[src/rtl/elastic_pipe_buf.sv]
// elastic_pipe_buf: FWFT valid/ready buffer between datapath stages.
// Registered ready/valid decode; flush drops buffered words.
module elastic_pipe_buf #(
    parameter int WIDTH = 16,
    parameter int DEPTH = 4,
    parameter int CW    = $clog2(DEPTH + 1)
) (
    input  logic             clk,
    input  logic             rst,
    input  logic             flush,
    input  logic             in_valid,
    output logic             in_ready,
    input  logic [WIDTH-1:0] in_data,
    output logic             out_valid,
    input  logic             out_ready,
    output logic [WIDTH-1:0] out_data,
    output logic [CW-1:0]    count
);

    localparam int AW = (DEPTH > 1) ? $clog2(DEPTH) : 1;

    logic [WIDTH-1:0] mem [DEPTH];
    logic [AW-1:0]    wr_ptr;
    logic [AW-1:0]    rd_ptr;
    logic             push;
    logic             pop;

    // Handshake decode from registered count only.
    always_comb begin
        in_ready  = (count != CW'(DEPTH)) & ~rst;
        out_valid = (count != '0) & ~rst;
        push      = in_valid & in_ready;
        pop       = out_valid & out_ready;
        out_data  = mem[rd_ptr];
    end

    // Storage: cleared on reset, untouched by flush.
    always_ff @(posedge clk) begin
        if (rst) begin
            for (int i = 0; i < DEPTH; i++) begin
                mem[i] <= '0;
            end
        end else if (push && !flush) begin
            mem[wr_ptr] <= in_data;
        end
    end

    // Pointers and occupancy; flush realigns read to write.
    always_ff @(posedge clk) begin
        if (rst) begin
            wr_ptr <= '0;
            rd_ptr <= '0;
            count  <= '0;
        end else if (flush) begin
            rd_ptr <= wr_ptr;
            count  <= '0;
        end else begin
            if (push) begin
                wr_ptr <= wr_ptr + AW'(1);
            end
            if (pop) begin
                rd_ptr <= rd_ptr + AW'(1);
            end
            unique case ({push, pop})
                2'b10:   count <= count + CW'(1);
                2'b01:   count <= count - CW'(1);
                default: count <= count;
            endcase
        end
    end

endmodule

[config.mk]
export PLATFORM = sky130hd
export DESIGN_NAME = elastic_pipe_buf
export DESIGN_NICKNAME = d
export VERILOG_FILES = /design/src/rtl/elastic_pipe_buf.sv
export SDC_FILE = /design/constraint.sdc
export NUM_CORES = 1
export LEC_CHECK = 0
export CAP_MARGIN = 20
export CORE_ASPECT_RATIO = 0.8
export CORE_MARGIN = 4
export CORE_UTILIZATION = 50
export CTS_BUF_LIST = sky130_fd_sc_hd__clkbuf_16
export DETAILED_ROUTE_END_ITERATION = 7
export GPL_TIMING_DRIVEN = 0
export PLACE_DENSITY = 0.78
export SKIP_LAST_GASP = 1
export SLEW_MARGIN = 20
export SYNTH_ARGS = -nofsm -noshare
export SYNTH_HDL_FRONTEND = slang
export SYNTH_SLANG_ARGS = --single-unit
[constraint.sdc]
create_clock -name clk -period 4.2 [get_ports clk]
set_input_delay 0.84 -clock clk [delete_from_list [all_inputs] [get_ports clk]]
set_output_delay 0.84 -clock clk [all_outputs]
set_load 0.03 [all_outputs]
-- Yosys cells after proc, flatten, opt, wreduce, memory -nomap -nowiden
Memory sizes are Yosys's and may differ from the RTL's. A register that Yosys moved wholly into a read port is not among the register bits.
Index checks and enable logic that the tools add are counted.
- word-level logic and storage cells: 38
- bits of input ports: 21
- memories kept: 1
- memory bits (writable): 64
- register bits: 7
- reduce and logical (&&, ||, !) cells: 8
- mux-type cells: 13
- bitwise logic cells: 6
- add/subtract/negate cells: 4
- eq/ne operators: 3
- memory list (name ; depth ; width ; rd ports ; clocked after memory_dff ; write ports ; line ; source):
    mem ; 4 ; 16 ; 1 ; 1 ; 4 ; 22 ; logic [WIDTH-1:0] mem [DEPTH];
- operators with widths (cell ; count):
    two-way mux 16 bit ; 1
    OR reduction 16 bit ; 1
    two-way mux 2 bit ; 5
    two-way mux 1 bit ; 6
    case mux 3 bit (2 select lines) ; 1
    adder 2 x 1 -> 2 bit (second input constant) ; 2
    bitwise AND 1 bit ; 4
    nonzero test 2 bit ; 2
    adder 3 x 1 -> 3 bit (second input constant) ; 1
    inequality test 3 bit (second input constant) ; 1
    nonzero test 3 bit ; 1
    subtractor 3 x 1 -> 3 bit (second input constant) ; 1
    equality test 2 x 1 -> 1 bit (second input constant) ; 1
    equality test 2 bit (second input constant) ; 1
    NOT 1 bit ; 2
    AND reduction 2 bit ; 1
    OR reduction 2 bit ; 1
    logical AND 1 bit ; 1
    zero test 1 bit ; 1

-- Longest topological paths before layout
- depth after elaboration: 9
- mapped depth: 9

-- Least setup slack after synthesis
Ideal clock, no wire load.
- kind: in2reg
- start: input rst
- end: register count[2]
- data required time: 4.114 ns
- buffers on the path: 1
- path slack: 1.453 ns
- arrival time: 2.662 ns
- stages: 9
- cells stage by stage: clkbuf_1 -> nor2_1 -> nand2_1 -> ha_1 -> inv_1 -> fa_1 -> xor2_1 -> or3_1 -> a211oi_1
- cells in the longest elaborated chain, start to end: 5
- elaborated cells on any way between the ends: 10
- classes of those cells: eq/ne (2); mux (1); bitwise (5); reduce/logical (2)
- ends and longest elaborated chain (what ; line ; source):
    from (decl) ; 9 ; input logic rst,
    NOT 1 bit * ; 30 ; in_ready = (count != CW'(DEPTH)) & ~rst;
    bitwise AND 1 bit * ; 30 ;
    via in_ready ; 12 ; output logic in_ready,
    bitwise AND 1 bit * ; 32 ; push = in_valid & in_ready;
    equality test 2 x 1 -> 1 bit / equality test 2 bit (equally long branches) ; 64 ; unique case ({push, pop})
    case mux 3 bit (2 select lines) / nonzero test 2 bit (equally long branches) ; n/a ;
    to (signal assigned) ; 65 ; 2'b10: count <= count + CW'(1);
    to (signal assigned) ; 66 ; 2'b01: count <= count - CW'(1);
    to (signal assigned) ; 67 ; default: count <= count;
    to (decl) ; 17 ; output logic [CW-1:0] count
Mark *: on every way through the listed nets, which the timed path passes. The rest lies on a longest branch.
A chain may end at the register's enable or synchronous reset.

==> impl_metrics.toml <==
[synth]
synth_seq_cells = 73
synth_fa_ha_area_frac = 0.009826
yosysWarnings = 0
seq_area_frac_synth = 0.6349
synth-simple-area-share = 0.1799
synthMuxAreaShare = 0.1088
postSynthAreaPerCell_um2 = 15.77
synthCells = 210
synth_cell_type_count = 35
syn_area_mm2 = 0.003311
synth_top_family_by_area = "simple AND/OR/NAND/NOR gates"
syn_nets = 233
synth_xor_area_frac = 0.01058
synth_compound_area_frac = 0.02872

[setup_path]
reg2reg_from = "count[2]"
path_class = "reg -> out"
path_cells = "clkbuf_1, clkbuf_1, mux4_2, clkdlybuf4s50_1"
slowest_delay_ns = 0.61
endpoint_kind = "output pin"
critPathLaunchType = "flop"
worstPathRequired_ns = 3.36
slowest_stage = "clkdlybuf4s50_1"
critPathArrivalTime_ns = 2.57
cpMostUsedCell = "clkbuf_1"
crit_fanout = 10

[timing]
period_needed_ns = 3.407
tightest_slew_ns = 0.7912
setup_slack_ns = 0.7928
fin_crit_sh = 0.8112
hold_viol_final = 0
rsz0062_at_grt = "false"
max_clock_freq_mhz = 293.5
worst_clock_skew_ns = 0.01012
drv_slew = 0
setup-tns-final_ns = 0
whs_ns = 0.5886
finalSetupViolCount = 0
slew_headroom = 0.4725

[power]
p_total_mw = 1.702
ir_drop_mv = 0.2072
powerDensity_mw_per_mm2 = 416.6
p_leak_nw = 1.500

[global_routing]
antenna_found_initial = 0
grt_pass1_vias = 2054
track_usage = 0.1776
gr-total-overflow = 0
grt_max_degree = 17
grt_pass1_wl_um = 10430

[placement]
place.gp.congestion = 0.7369
io_buffer_count = 40
dpl.hpwl_um = 4114
dp_slack_ns = 0.7254

[drt]
post-route-drc-count = 0
post_drt_wl_per_cell_um = 18.33
drtIter0Drc = 131
wl_um = 6417
first_pass_iters = 4
vias = 1905
viasPerCell = 5.443
ant_nets = 0

[clocking]
cts_buffer_depth = 2
cts_sinks = 73
cts_root_buf = "clkbuf_16"
insertion_delay_ns = 0.33
postCtsHoldBufs = 0
path_clk_slew_ns = 0.06
cts-buffers-inserted = 9
cts_max_level = 3
post_cts.repair.setup_buffers = 0
cts_tree = "done"
post_cts_resized = 0

[die]
die_h_um = 80.78
die_w_um = 98.98
start_util = 0.5166
fp.dieArea_mm2 = 0.007995
rows = 26
pin_count = 42
core-area_mm2 = 0.006409

[run_status]
status = "complete, no violations"

[final_layout]
drive_above_1_share = 0.2368
antennaDiodeCount = 0
area_delta_synth_final_pct = 23.43
final_nets = 284
fin_util = 0.6376

[flow_run]
drv_cap = 0

[worst_hold_path]
holdCritPathClass = "reg -> reg"
hp-start = "count[2]"
-- critical path, delay by kind of cell, from the launching register on --
| family | cells | cell delay (ns) |
|---|---|---|
| muxes | 1 | 0.42 |
| buffers and inverters | 3 | 1.51 |
| DFF | 1 | 0.31 |
-- kinds of logic (layout without fill, tap and decap cells) --
group	Yosys count	count (layout)
AND/OR/NAND/NOR	84	84
flip-flops	73	73
buffers and inverters	17	73
multiplexers	16	16
AO/OA/AOI/OAI	14	14
XOR/XNOR	4	4
adder cells (fa/ha/maj)	2	2
-- state kept, by name, summed over array words and instances (netlist names), named ones only --
register	cells
count	3
rd_ptr	2
mem	64
wr_ptr	2
-- metrics by stage --
stage / std cells / area [um2]
final: 350 / 4086
after floorplan: 210 / 3311
after detailed placement: 334 / 3816
after global routing: 350 / 4086
after global placement: 334 / 3816
after CTS: 350 / 4086
-- power by group --
| group | leakage, nW | internal [mW] | switching, mW | total (mW) |
|---|---|---|---|---|
| sequential | 0.737 | 0.822 | 0.0114 | 0.833 |
| clock | 0.135 | 0.398 | 0.292 | 0.689 |
| combinational | 0.628 | 0.0839 | 0.0960 | 0.180 |
| total | 1.50 | 1.30 | 0.399 | 1.70 |
-- area by class of cell --
| cell class | instances | area (um2) |
|---|---|---|
| fill | 469 | 2322 |
| tap | 84 | 105.1 |
| timing repair buffer | 40 | 400.4 |
| sequential | 73 | 2102 |
| clock buffer | 9 | 225.2 |
| buffer | 12 | 71.32 |
| multi-input combinational | 120 | 1119 |
| clock inverter | 7 | 45.04 |
| inverter | 5 | 18.77 |
-- routing by layer --
| layer | global-route usage | part of all wire | vias to the layer above | wire length [um] |
|---|---|---|---|---|
| li1 | - | - | 898 | - |
| met1 | 0.2234 | 0.43 | 935 | 2771 |
| met2 | 0.2869 | 0.49 | 58 | 3147 |
| met3 | 0.04549 | 0.057 | 14 | 364 |
| met4 | 0.09413 | 0.021 | 0 | 133 |
| met5 | 0 | 0 | - | 0 |
-- worst paths after layout --
path / to / slack, ns / cells after the start
worst max register to register: count[2] / 1.68 / 9
worst min register to register: count[2] / 0.59 / 2
worst min-delay path: count[2] / 0.59 / 2
worst max-delay path: out_data[13] / 0.79 / 4
-- cells in the mapped netlist (all sizes together) --
| library cell | instances | share of area |
|---|---|---|
| nor3 | 3 | 0.0045 |
| nand2 | 1 | 0.0011 |
| edfxtp | 64 | 0.58 |
| or3b | 2 | 0.0060 |
| and2 | 48 | 0.096 |
| mux4 | 16 | 0.11 |
| clkbuf | 5 | 0.0057 |
| a21oi | 4 | 0.0060 |
| o21ba | 1 | 0.0030 |
| fa | 1 | 0.0060 |
| a211oi | 1 | 0.0023 |
| xnor2 | 2 | 0.0053 |
| o31ai | 1 | 0.0023 |
| or2 | 3 | 0.0057 |
| buf | 7 | 0.016 |
| nor4 | 3 | 0.019 |
| ha | 1 | 0.0038 |
| xor2 | 2 | 0.0053 |
| o21ai | 2 | 0.0030 |
| and3 | 16 | 0.030 |
| a31oi | 1 | 0.0019 |
| dfxtp | 9 | 0.054 |
| or3 | 1 | 0.0019 |
| nor3b | 2 | 0.0094 |
| nand3 | 1 | 0.0015 |
| a41o | 1 | 0.0030 |
| inv | 5 | 0.0057 |
| o311ai | 1 | 0.0026 |
| o21a | 2 | 0.0045 |
| nor2 | 4 | 0.0045 |
-- placed cells by master (no fill, tap or decap), types with 5 or more instances in the layout --
cell,n
clkbuf_16,9
clkbuf_1,5
edfxtp_1,64
and2_1,35
clkdlybuf4s50_1,40
and2_2,13
mux4_2,16
dfxtp_1,9
inv_1,5
and3_1,16
Note: power is estimated with default switching activity, not from simulation.
